==> config.mk <==
export PLATFORM = sky130hd
export DESIGN_NAME = uart_tx_fifo
export DESIGN_NICKNAME = d
export VERILOG_FILES = /design/src/rtl/uart_tx_fifo.sv
export SDC_FILE = /design/constraint.sdc
export NUM_CORES = 1
export LEC_CHECK = 0
export BUFFER_PORTS_ARGS = -buffer_cell sky130_fd_sc_hd__buf_2
export CORE_ASPECT_RATIO = 2
export CORE_UTILIZATION = 30
export DETAILED_ROUTE_END_ITERATION = 10
export PLACE_DENSITY_LB_ADDON = 0.25
export SLEW_MARGIN = 20
export SYNTH_ARGS = -nofsm -noshare
export SYNTH_HDL_FRONTEND = slang
export SYNTH_SLANG_ARGS = --single-unit
==> constraint.sdc <==
create_clock -name sysclk -period 5.9 [get_ports sysclk]
set_input_delay 0.295 -clock sysclk [delete_from_list [all_inputs] [get_ports sysclk]]
set_output_delay 0.295 -clock sysclk [all_outputs]
set_load 0.02 [all_outputs]
==> src/rtl/uart_tx_fifo.sv <==
// UART transmitter (8N1) fed by a byte FIFO.
// Ports: sysclk/rst_n clock and sync reset, tx_data/tx_valid/tx_ready
// write side, uart_rxd_out serial line, busy, fifo_count queued bytes.
module uart_tx_fifo #(
    parameter int CLKS_PER_BIT = 868,
    parameter int FIFO_DEPTH   = 8
) (
    input  logic                        sysclk,
    input  logic                        rst_n,
    input  logic [7:0]                  tx_data,
    input  logic                        tx_valid,
    output logic                        tx_ready,
    output logic                        uart_rxd_out,
    output logic                        busy,
    output logic [$clog2(FIFO_DEPTH):0] fifo_count
);

    localparam int AW = $clog2(FIFO_DEPTH);
    localparam int CW = AW + 1;
    localparam int BW = $clog2(CLKS_PER_BIT);

    typedef enum logic [1:0] {
        IDLE,
        START,
        DATA,
        STOP
    } state_t;

    state_t        state;
    logic [BW-1:0] baud_cnt;
    logic [2:0]    bit_idx;
    logic [7:0]    shift_reg;

    logic [7:0]    mem [FIFO_DEPTH];
    logic [AW-1:0] wr_ptr;
    logic [AW-1:0] rd_ptr;
    logic [CW-1:0] count;

    logic wr_en;
    logic pop;
    logic baud_last;

    // Derived from registered count only; tx_valid never feeds tx_ready.
    assign tx_ready   = count < CW'(FIFO_DEPTH);
    assign wr_en      = tx_valid && tx_ready;
    assign baud_last  = baud_cnt == BW'(CLKS_PER_BIT - 1);
    // Pop looks at the registered count, so a byte written this
    // edge is never bypassed straight into the shifter.
    assign pop        = (count != '0) &&
                        ((state == IDLE) || ((state == STOP) && baud_last));
    assign fifo_count = count;

    always_ff @(posedge sysclk) begin
        if (rst_n && wr_en) begin
            mem[wr_ptr] <= tx_data;
        end
    end

    // The line and busy are registered from the current state, so
    // each bit appears on the wire one cycle after its state cycle.
    always_ff @(posedge sysclk) begin
        if (!rst_n) begin
            state        <= IDLE;
            baud_cnt     <= '0;
            bit_idx      <= '0;
            shift_reg    <= '0;
            uart_rxd_out <= 1'b1;
            busy         <= 1'b0;
            wr_ptr       <= '0;
            rd_ptr       <= '0;
            count        <= '0;
        end else begin
            busy <= (state != IDLE) || (count != '0);

            if (wr_en) begin
                wr_ptr <= wr_ptr + AW'(1);
            end
            if (pop) begin
                rd_ptr <= rd_ptr + AW'(1);
            end

            unique case ({wr_en, pop})
                2'b10:   count <= count + CW'(1);
                2'b01:   count <= count - CW'(1);
                default: count <= count;
            endcase

            unique case (state)
                IDLE: begin
                    uart_rxd_out <= 1'b1;
                    baud_cnt     <= '0;
                    bit_idx      <= '0;
                    if (pop) begin
                        shift_reg <= mem[rd_ptr];
                        state     <= START;
                    end
                end
                START: begin
                    uart_rxd_out <= 1'b0;
                    if (baud_last) begin
                        baud_cnt <= '0;
                        bit_idx  <= '0;
                        state    <= DATA;
                    end else begin
                        baud_cnt <= baud_cnt + BW'(1);
                    end
                end
                DATA: begin
                    uart_rxd_out <= shift_reg[bit_idx];
                    if (baud_last) begin
                        baud_cnt <= '0;
                        if (bit_idx == 3'd7) begin
                            state <= STOP;
                        end else begin
                            bit_idx <= bit_idx + 3'd1;
                        end
                    end else begin
                        baud_cnt <= baud_cnt + BW'(1);
                    end
                end
                STOP: begin
                    uart_rxd_out <= 1'b1;
                    if (baud_last) begin
                        baud_cnt <= '0;
                        // Back-to-back frames: no idle gap.
                        if (pop) begin
                            shift_reg <= mem[rd_ptr];
                            state     <= START;
                        end else begin
                            state <= IDLE;
                        end
                    end else begin
                        baud_cnt <= baud_cnt + BW'(1);
                    end
                end
            endcase
        end
    end

endmodule

==> results of run 1 <==
## cells by family (layout without fill, tap and decap cells)
kind of cell,Yosys count,count (layout),share of synthesized area
AND/OR/NAND/NOR,86,86,0.1091
adder cells (fa/ha/maj),13,13,0.03743
multiplexers,39,39,0.1160
AO/OA/AOI/OAI,44,44,0.07170
flip-flops,102,102,0.6173
XOR/XNOR,13,13,0.02620
buffers and inverters,22,47,0.02217
## metrics by stage
stage / util / power, µW / worst slack, ns / cells
2_1_floorplan: - / 1351 / 3.514 / 319
3_3_place_gp: 0.3325 / 1479 / 3.309 / 517
3_5_place_dp: 0.3325 / 1493 / 3.208 / 517
4_1_cts: 0.3527 / 2067 / 3.216 / 533
5_1_grt: 0.3527 / 2152 / 2.992 / 533
6_report: 0.3527 / 2033 / 3.229 / 533
## power by group through the flow
stage                     clock network (µW)  logic [µW]  registers [µW]
after detailed placement                   0         553             939
after global placement                     0         544             936
after CTS                                589         555             923
after floorplan                            0         436             914
final                                    569         543             921
after global routing                     608         607             937
## cell type report
| type | count | area share |
|---|---|---|
| sequential | 102 | 0.5416 |
| clock buffer | 9 | 0.04547 |
| inverter | 8 | 0.006062 |
| tap | 189 | 0.04774 |
| clock inverter | 7 | 0.01187 |
| multi-input combinational | 195 | 0.3210 |
| timing repair buffer | 23 | 0.02627 |
## cells in the final DEF (no fill, tap or decap), types with 2 or more instances in the layout
| cell | Yosys | final |
|---|---|---|
| o21ai_0 | 4 | 4 |
| nor2_1 | 21 | 21 |
| inv_8 | 0 | 2 |
| buf_2 | 5 | 17 |
| clkinv_1 | 1 | 2 |
| o31ai_1 | 2 | 2 |
| edfxtp_1 | 64 | 64 |
| inv_1 | 7 | 7 |
| nand3b_1 | 2 | 2 |
| a22oi_1 | 8 | 8 |
| clkinv_4 | 0 | 2 |
| a22o_1 | 2 | 2 |
| nand2_1 | 25 | 25 |
| mux2i_1 | 29 | 29 |
| xor2_1 | 6 | 6 |
| clkinvlp_4 | 0 | 2 |
| nand3_1 | 6 | 6 |
| or3_1 | 5 | 5 |
| mux4_2 | 9 | 9 |
| or2_2 | 2 | 2 |
| buf_4 | 0 | 6 |
| nor2b_1 | 4 | 4 |
| nor4_2 | 1 | 3 |
| o211ai_1 | 9 | 9 |
| dfxtp_1 | 38 | 38 |
| and2_1 | 2 | 2 |
| ha_1 | 13 | 13 |
| a21oi_1 | 12 | 12 |
| nor3_1 | 6 | 5 |
| clkbuf_16 | 0 | 9 |
| xnor2_1 | 7 | 7 |
## how the worst min path moves through the flow
stage	end	slack (ns)	cells after the start	start
detailed placement	shift_reg[3]$_SDFFE_PN0P_	0.46	2	shift_reg[3]$_SDFFE_PN0P_
CTS	mem[1][2]$_DFFE_PP_	0.22	1	tx_data[2]
floorplan	mem[0][0]$_DFFE_PP_	0.39	0	tx_data[0]
finish	mem[3][2]$_DFFE_PP_	0.22	1	tx_data[2]
global route	mem[3][7]$_DFFE_PP_	0.23	1	tx_data[7]
global placement	baud_cnt[0]$_SDFF_PP0_	0.44	1	baud_cnt[0]$_SDFF_PP0_
## per-layer routing
metal | vias to the layer above | GRT usage | share of wire
met4 | 0 | 0.05346 | 0.019
met3 | 12 | 0.02673 | 0.020
met2 | 21 | 0.2492 | 0.59
li1 | 1230 | - | -
met1 | 1247 | 0.1255 | 0.38
met5 | - | 0 | 0
==> results_dict.tcl, run 1 <==
set metrics [dict create \
    synth_ff_type "edfxtp_1" \
    cp.depth 11 \
    cp.required_ns 6.17 \
    grt-ovfl-total 0 \
    cts_resized 0 \
    cap_violations 0 \
    p_clk_frac 0.280 \
    dieArea_mm2 0.01500 \
    cp_data_arrival_time_ns 2.94 \
    drive_gt1_frac 0.1773 \
    synth_seq_cells 102 \
    die_y_um 172.2 \
    syn_area_mm2 0.004345 \
    postCtsHoldBufs 0 \
    worstHoldPathType "in -> reg" \
    cp_max_fo 7 \
    synth_edf_count 64 \
    detail_route.first_pass.iterations 3 \
    cts_made_buffers 9 \
    outcome "complete, no violations" \
    yosys_warnings 0 \
    grt_pass1_vias 2607 \
    p_int_uw 1374 \
    final_area_mm2 0.004954 \
    antenna_found_initial 0 \
    power_frac_comb 0.267 \
    cts_root_buffer "clkbuf_16" \
    cts.htree.levels 3 \
    cp-startpoint "state[1]$_SDFFE_PN0P_" \
    rows 61 \
    crit_chain "ha_1, nand4bb_1, o31a_1, nor2_1, ha_1, xor2_1, ha_1, a21oi_1, xor2_1, or3_1, a21oi_1" \
    synth_fp_nets 343 \
    clockBufferDepth 2 \
    power_density_mw_per_mm2 410.4 \
    netSwitchingPower_uw 659.1 \
    placed_area_mm2 0.004669 \
    gp_congestion 0.7190 \
    cts_setup_buffers 0 \
    nNetsFinal 363 \
    crit_type "reg -> reg" \
    min_period_ns 2.671 \
    grt_pass1_wl_mm 13.96 \
    max_stage_delay_ns 0.40 \
    critPathLaunchType "flop" \
    rr_startpoint "state[1]$_SDFFE_PN0P_" \
    fin_hold_ws_ns 0.2217 \
    antenna_cells 0 \
    sw_frac_of_total 0.3242 \
    rsz0062_at_grt "no" \
    critPathSlowestCell "dfxtp_1" \
    clk_latency_ns 0.35 \
    synth_cell_types 47 \
    synth_top_cell_by_area "edfxtp_1" \
    cts_tree "yes" \
    ir_worst_vdd_v 0.0001651 \
    via_per_inst 4.709 \
    critPathCaptureType "flop" \
    drt_iter0_markers 58 \
    die_w_um 87.10 \
    maxSlewViolCount 0 \
    yosysMostFrequentCell "edfxtp_1" \
    start_util 0.3094 \
    endpoint "fifo_count[2]$_SDFFE_PN0P_" \
    wl_per_cell_um 16.08 \
    rrSetupSlack_ns 3.23 \
    yosys-top-cells-count "edfxtp_1 (64), dfxtp_1 (38), mux2i_1 (29)" \
    cp_top_family "adder cells" \
    fmaxAchievable_ghz 0.3744 \
    design.core.area_mm2 0.01404 \
    route.detailed.drc 0 \
    clk_pin_slew_ns 0.07 \
    synth_top_area_share 0.4423 \
    cts_sinks 102 \
    grt_start_max_net_pins 27 \
    synth_area_leaders "edfxtp_1 (44%), dfxtp_1 (18%), mux2i_1 (6.7%)" \
    area_growth_pct 13.99 \
    io_buffers 17 \
    syn_inst 319 \
    p_leak_uw 0.001652 \
    grt_use_total 0.1274 \
    fin_skew_ns 0.007326 \
    ant_nets 0 \
    finalSetupViolCount 0 \
    pwr-share-seq 0.453 \
    r2r_end "fifo_count[2]$_SDFFE_PN0P_" \
    worstMarginPinSlew_ns 0.9368 \
    seqCellArea_mm2 0.002683 \
    min_period_over_period 0.4527 \
    final-hold-violation-count 0 \
    multi_input_comb_area_mm2 0.001590 \
    cpMostUsedCell "ha_1" \
    num-fill-cells 1409 \
    reg2reg_depth 11 \
    ys_async_sr_fraction 0 \
    synth-seq-area-share 0.6173 \
    syn_area_per_cell_um2 13.62 \
    io_pins 18 \
    relSlewSlack 0.3732 \
    vias 2510 \
    finalSetupTns_ns 0 \
    largest_reg_flops 64 \
    dpl.hpwl_mm 6.105 \
    critPathBufInv 0 \
    wirelength_mm 8.571 \
]
No activity file was read; power rests on OpenSTA's default activity.
==> run 2, diff against run 1 <==
Clock period 5.9 ns to 2.7 ns, I/O delays scaled along.
==> run 2 against run 1 <==
  * Flip-flop and latch count is the same
  * Clock skew is essentially flat
  * Clock-buffer cell count is the same
  * Combinational power grew 130%
  * Routed wire length shrank 0.63%
  * Core utilization grew 0.56 points
  * Setup slack lost 3.0 ns
  * Maximum frequency grew 7.9%
  * Critical path depth is the same
  * Non-clock buffer count grew 10
  * Critical endpoint unchanged
==> results_dict.tcl, run 2 (same netlist as run 1, synthesis figures left out) <==
set metrics [dict create \
    finalSetupTns_ns 0 \
    worstHoldStart "tx_data[3]" \
    ir_worst_vdd_v 0.0002808 \
    grt-ovfl-total 0 \
    relSlewSlack 0.4773 \
    clockBufferDepth 2 \
    grt_pass1_wl_mm 13.81 \
    crit_type "reg -> reg" \
    die_w_um 87.10 \
    vias 2567 \
    netSwitchingPower_uw 1466 \
    cts_root_buffer "clkbuf_16" \
    worstMarginPinSlew_ns 0.7824 \
    finalSetupViolCount 0 \
    antenna_cells 0 \
    min_period_over_period 0.9168 \
    cp_top_family "adder cells" \
    dp.cells 525 \
    grt_start_max_net_pins 26 \
    cp.required_ns 2.98 \
    rr_startpoint "baud_cnt[0]$_SDFF_PP0_" \
    largest_reg_flops 64 \
    cp_max_fo 4 \
    cpMostUsedCell "ha_1" \
    critPathLaunchType "flop" \
    fin_hold_ws_ns 0.06260 \
    final-hold-violation-count 0 \
    cts_tree "yes" \
    maxSlewViolCount 0 \
    design.core.area_mm2 0.01404 \
    outcome "complete, no violations" \
    via_per_inst 4.727 \
    worstHoldPathType "in -> reg" \
    clk_pin_slew_ns 0.07 \
    drt_iter0_markers 89 \
    postCtsHoldBufs 0 \
    cap_violations 0 \
    route.detailed.drc 0 \
    critPathSlowestCell "dfxtp_1" \
    drive_gt1_frac 0.2034 \
    p_leak_uw 0.001707 \
    cts.htree.levels 3 \
    rows 61 \
    sw_frac_of_total 0.3241 \
    clk_latency_ns 0.34 \
    pwr-share-seq 0.445 \
    io_pins 18 \
    critPathBufInv 0 \
    rsz0062_at_grt "no" \
    r2r_end "fifo_count[2]$_SDFFE_PN0P_" \
    final_cell_mix "edfxtp_1 (64), dfxtp_1 (38), mux2i_1 (29)" \
    whs_endpoint "mem[4][3]$_DFFE_PP_" \
    antenna_found_initial 0 \
    p_int_uw 3056 \
    io_buffers 17 \
    placed_area_mm2 0.004725 \
    die_y_um 172.2 \
    final_area_mm2 0.005032 \
    detail_route.first_pass.iterations 4 \
    grt_pass1_vias 2719 \
    nNetsFinal 373 \
    max_stage_delay_ns 0.38 \
    fin_skew_ns 0.007339 \
    crit_chain "ha_1, nand4bb_1, o31a_1, nor2_1, ha_1, xor2_1, ha_1, a21oi_1, xor2_1, or3_1, a21oi_1" \
    start_util 0.3094 \
    finalNonFillerCells 543 \
    wl_per_cell_um 15.69 \
    dpl.hpwl_mm 6.015 \
    wirelength_mm 8.517 \
    p_clk_frac 0.278 \
    cp_data_arrival_time_ns 2.75 \
    area_growth_pct 15.81 \
    rrSetupSlack_ns 0.22 \
    reg2reg_depth 11 \
    ant_nets 0 \
    critPathCaptureType "flop" \
    cts_made_buffers 9 \
    fmaxAchievable_ghz 0.4040 \
    holdPathStages 1 \
    power_density_mw_per_mm2 898.5 \
    cts_sinks 102 \
    num-fill-cells 1400 \
    power_frac_comb 0.276 \
    grt_use_total 0.1262 \
    fin_util 0.3583 \
    min_period_ns 2.475 \
    final_common_cell "edfxtp_1" \
    gp_congestion 0.7774 \
    dieArea_mm2 0.01500 \
]
## run 2: changes by cell type in the layout (fill, tap and decap cells not counted), sizes merged
| cell | before | now |
|---|---|---|
| inv | 9 | 11 |
| buf | 23 | 33 |
| clkinv | 4 | 3 |
| clkinvlp | 2 | 1 |
## run 2: worst register-to-register path: cells and delay by family (launching register included)
kind / cells / cell delay (ns)
flip-flops: 1 / 0.38
adder cells (fa/ha/maj): 3 / 0.62
XOR/XNOR: 2 / 0.34
AND/OR/NAND/NOR: 3 / 0.58
AO/OA/AOI/OAI: 3 / 0.49
## run 2: power groups by stage
stage	combinational, µW	sequential (µW)	clock [µW]
final	1250	2010	1260
after global routing	1380	2050	1360
after CTS	1230	2020	1300
after detailed placement	1220	2060	0
after global placement	1210	2050	0
after floorplan	954	2000	0
## run 2: worst max-delay path by stage
stage | from | end | slack, ns | cells past startpoint
finish | baud_cnt[0]$_SDFF_PP0_ | fifo_count[2]$_SDFFE_PN0P_ | 0.22 | 11
detailed placement | state[0]$_SDFFE_PN0P_ | fifo_count[2]$_SDFFE_PN0P_ | 0.16 | 12
global placement | state[0]$_SDFFE_PN0P_ | fifo_count[2]$_SDFFE_PN0P_ | 0.26 | 12
floorplan | state[1]$_SDFFE_PN0P_ | fifo_count[2]$_SDFFE_PN0P_ | 0.31 | 11
global route | baud_cnt[0]$_SDFF_PP0_ | fifo_count[2]$_SDFFE_PN0P_ | 0.06 | 11
CTS | state[0]$_SDFFE_PN0P_ | fifo_count[2]$_SDFFE_PN0P_ | 0.15 | 12
## run 2: per-stage QoR
step                power, µW  worst slack (ns)
finish                   4522            0.2246
global route             4779           0.05880
CTS                      4553            0.1487
detailed placement       3275            0.1603
global placement         3254            0.2589
floorplan                2951            0.3142
## run 2: what timing repair did
item	4_1_cts	5_1_grt
endpoints found under the setup margin	0	1
setup buffers	0	2
resized for setup	0	1
## run 2: per-layer routing
metal | track usage | wire, µm | part of all wire | vias up
met5 | 0 | 0 | 0 | -
met4 | 0.06415 | 152 | 0.018 | 0
met3 | 0.02530 | 122 | 0.014 | 9
met2 | 0.2475 | 5177 | 0.61 | 23
met1 | 0.1195 | 3065 | 0.36 | 1278
li1 | - | - | - | 1257
## run 2: layout make-up
type                    instances  area (µm²)  share of cell area
repair buffers                 33       205.2             0.04078
clock inverters                 7       65.06             0.01293
well taps                     189       236.5             0.04699
clock buffers                   9       225.2             0.04475
flip-flops and latches        102        2683              0.5331
inverters                       8       30.03            0.005967
multi-input cells             195        1588              0.3155
==> run 3, diff against run 2 <==
Settings changed: ABC_AREA from default to 1.
==> run 3 against run 2 <==
  * Flip-flop and latch count is the same
  * Final cell count increased by 25%
  * Critical endpoint unchanged
  * Clock power increased by 6%
  * Register-to-register slack gained 0.26 ns
  * Routed wire length up 12%
  * Design area increased by 2.6%
  * Critical path depth up 3
  * Core utilization down 0.82 points
==> results_dict.tcl, run 3 <==
set metrics [dict create \
    outcome "complete, no violations" \
    grt_start_max_net_pins 34 \
    muxShareOfSynthArea 0 \
    final_area_mm2 0.005161 \
    largest_reg_flops 64 \
    syn_area_per_cell_um2 9.963 \
    antenna_found_initial 0 \
    grt_pass1_wl_mm 15.76 \
    critPathLaunchType "flop" \
    finalSetupViolCount 0 \
    crit_chain "ha_1, nand2_2, nor2_4, nand3_2, nand2_2, nand2_4, inv_2, ha_1, xor2_1, ha_1, a21oi_1, xnor2_1, o21ai_0, inv_1" \
    whs_endpoint "mem[7][4]$_DFFE_PP_" \
    cpMostUsedCell "ha_1" \
    synth_top_cell_by_area "edfxtp_1" \
    rows 63 \
    synth_seq_cells 102 \
    critPathSlowestCell "dfxtp_1" \
    ir_worst_vdd_v 0.0004180 \
    cts_sinks 102 \
    placed_area_mm2 0.004850 \
    design.core.area_mm2 0.01474 \
    clockBufferDepth 2 \
    worstMarginPinSlew_ns 0.5790 \
    max_stage_delay_ns 0.35 \
    ys_async_sr_fraction 0 \
    p_leak_uw 0.001991 \
    grt_pass1_vias 3203 \
    min_period_ns 2.217 \
    postCtsHoldBufs 0 \
    io_pins 18 \
    via_per_inst 4.599 \
    cts.htree.levels 3 \
    power_density_mw_per_mm2 991.6 \
    synth_top_family_by_area "simple AND/OR/NAND/NOR gates" \
    cts_tree "yes" \
    antenna_cells 0 \
    worstHoldStart "tx_data[4]" \
    cts_root_buffer "clkbuf_16" \
    synth-simple-area-share 0.2584 \
    io_buffers 17 \
    vias 3127 \
    drive_gt1_frac 0.1629 \
    crit_type "reg -> reg" \
    yosys_warnings 0 \
    final_common_cell "nand2_1" \
    yosys-top-cells-count "nand2_1 (107), edfxtp_1 (64), nand3_1 (55)" \
    grt-ovfl-total 0 \
    fin_hold_ws_ns 0.05397 \
    die_y_um 175.7 \
    rrSetupSlack_ns 0.48 \
    cts_resized 0 \
    route.detailed.drc 0 \
    nNetsFinal 504 \
    synth_top_area_share 0.4249 \
    cp_max_fo 7 \
    rsz0062_at_grt "no" \
    clk_latency_ns 0.35 \
    dpl.hpwl_mm 6.634 \
    wl_per_cell_um 14.01 \
    start_util 0.3069 \
    cp_data_arrival_time_ns 2.47 \
    synth_ff_type "edfxtp_1" \
    yosysMostFrequentCell "nand2_1" \
    cts_setup_buffers 0 \
    gp_congestion 0.7193 \
    fmaxAchievable_ghz 0.4511 \
    relSlewSlack 0.6135 \
    wirelength_mm 9.525 \
    seqCellArea_mm2 0.002683 \
    syn_inst 454 \
    drt_iter0_markers 112 \
    num-fill-cells 1510 \
    clk_pin_slew_ns 0.08 \
    synth-xor-area-share 0.009682 \
    min_period_over_period 0.8210 \
    ant_nets 0 \
    die_w_um 88.83 \
    synth_area_leaders "edfxtp_1 (42%), dfxtp_1 (17%), nand2_1 (8.9%)" \
    area_growth_pct 14.11 \
    cts_made_buffers 9 \
    dp.cells 664 \
    worstHoldPathType "in -> reg" \
    synth_fp_nets 478 \
    grt_use_total 0.1367 \
    r2r_end "fifo_count[2]$_SDFFE_PN0P_" \
    finalSetupTns_ns 0 \
    power_uw 5118 \
    multi_input_comb_area_mm2 0.001617 \
    synth-compound-area-share 0.05339 \
    detail_route.first_pass.iterations 4 \
    rr_startpoint "baud_cnt[0]$_SDFF_PP0_" \
    synth_edf_count 64 \
    maxSlewViolCount 0 \
    dieArea_mm2 0.01560 \
    synth_fa_ha_area_frac 0.03596 \
    holdPathStages 1 \
    final-hold-violation-count 0 \
    cp.required_ns 2.95 \
    cap_violations 0 \
    finalNonFillerCells 680 \
    synth_cell_types 36 \
    fin_skew_ns 0.01205 \
    critPathCaptureType "flop" \
    syn_area_mm2 0.004523 \
    synth-seq-area-share 0.5931 \
    reg2reg_depth 14 \
    final_cell_mix "nand2_1 (107), edfxtp_1 (64), nand3_1 (55)" \
]
[run 3: critical path, delay by kind of cell (launching register included)]
family / cells / cell delay, ns
buf+inv: 2 / 0.15
fa+ha+maj: 3 / 0.64
simple gates: 5 / 0.44
compound gates: 2 / 0.19
flops: 1 / 0.35
xor+xnor: 2 / 0.35
[run 3: where the power goes]
| group | switching [µW] | leakage [µW] | internal [µW] |
|---|---|---|---|
| Combinational | 1200 | 0.000951 | 607 |
| Sequential | 143 | 0.000889 | 1840 |
| Clock | 663 | 0.000151 | 665 |
| Total | 2000 | 0.00199 | 3110 |
[run 3: cell type report]
class / instances / area share
inverters: 35 / 0.02545
well taps: 195 / 0.04727
clock buffers: 9 / 0.04364
repair buffers: 29 / 0.03394
clock inverters: 7 / 0.01673
flip-flops and latches: 102 / 0.5198
multi-input cells: 303 / 0.3132
[run 3: how the worst max path moves through the flow]
stage                                      start                         end  slack, ns  cells after the start
after floorplan           baud_cnt[0]$_SDFF_PP0_  fifo_count[2]$_SDFFE_PN0P_       0.57                     14
after global placement    baud_cnt[0]$_SDFF_PP0_  fifo_count[2]$_SDFFE_PN0P_       0.49                     14
after detailed placement  baud_cnt[0]$_SDFF_PP0_  fifo_count[2]$_SDFFE_PN0P_       0.46                     14
after CTS                 baud_cnt[0]$_SDFF_PP0_  fifo_count[2]$_SDFFE_PN0P_       0.46                     14
after global routing      baud_cnt[0]$_SDFF_PP0_  fifo_count[2]$_SDFFE_PN0P_       0.24                     14
final                     baud_cnt[0]$_SDFF_PP0_  fifo_count[2]$_SDFFE_PN0P_       0.48                     14
[run 3: logic make-up (layout without fill, tap and decap cells)]
kind of cell / Yosys count / count (layout)
DFF: 102 / 102
and+or+nand+nor: 240 / 240
xor gates and xnor gates: 5 / 5
buffers and inverters: 49 / 80
AOI/OAI and AO/OA: 45 / 45
adders and majority gates: 13 / 13
[run 3: through the flow]
step                worst slack (ns)  utilization
floorplan                     0.5695            -
CTS                           0.4628       0.3501
finish                        0.4834       0.3501
global route                  0.2420       0.3501
global placement              0.4861       0.3290
detailed placement            0.4613       0.3290
[run 3: per-layer routing]
| metal | part of all wire | vias up | GRT usage |
|---|---|---|---|
| met2 | 0.58 | 35 | 0.2596 |
| met5 | 0 | - | 0 |
| met1 | 0.38 | 1490 | 0.1359 |
| met3 | 0.022 | 14 | 0.02632 |
| met4 | 0.024 | 0 | 0.06452 |
| li1 | - | 1588 | - |
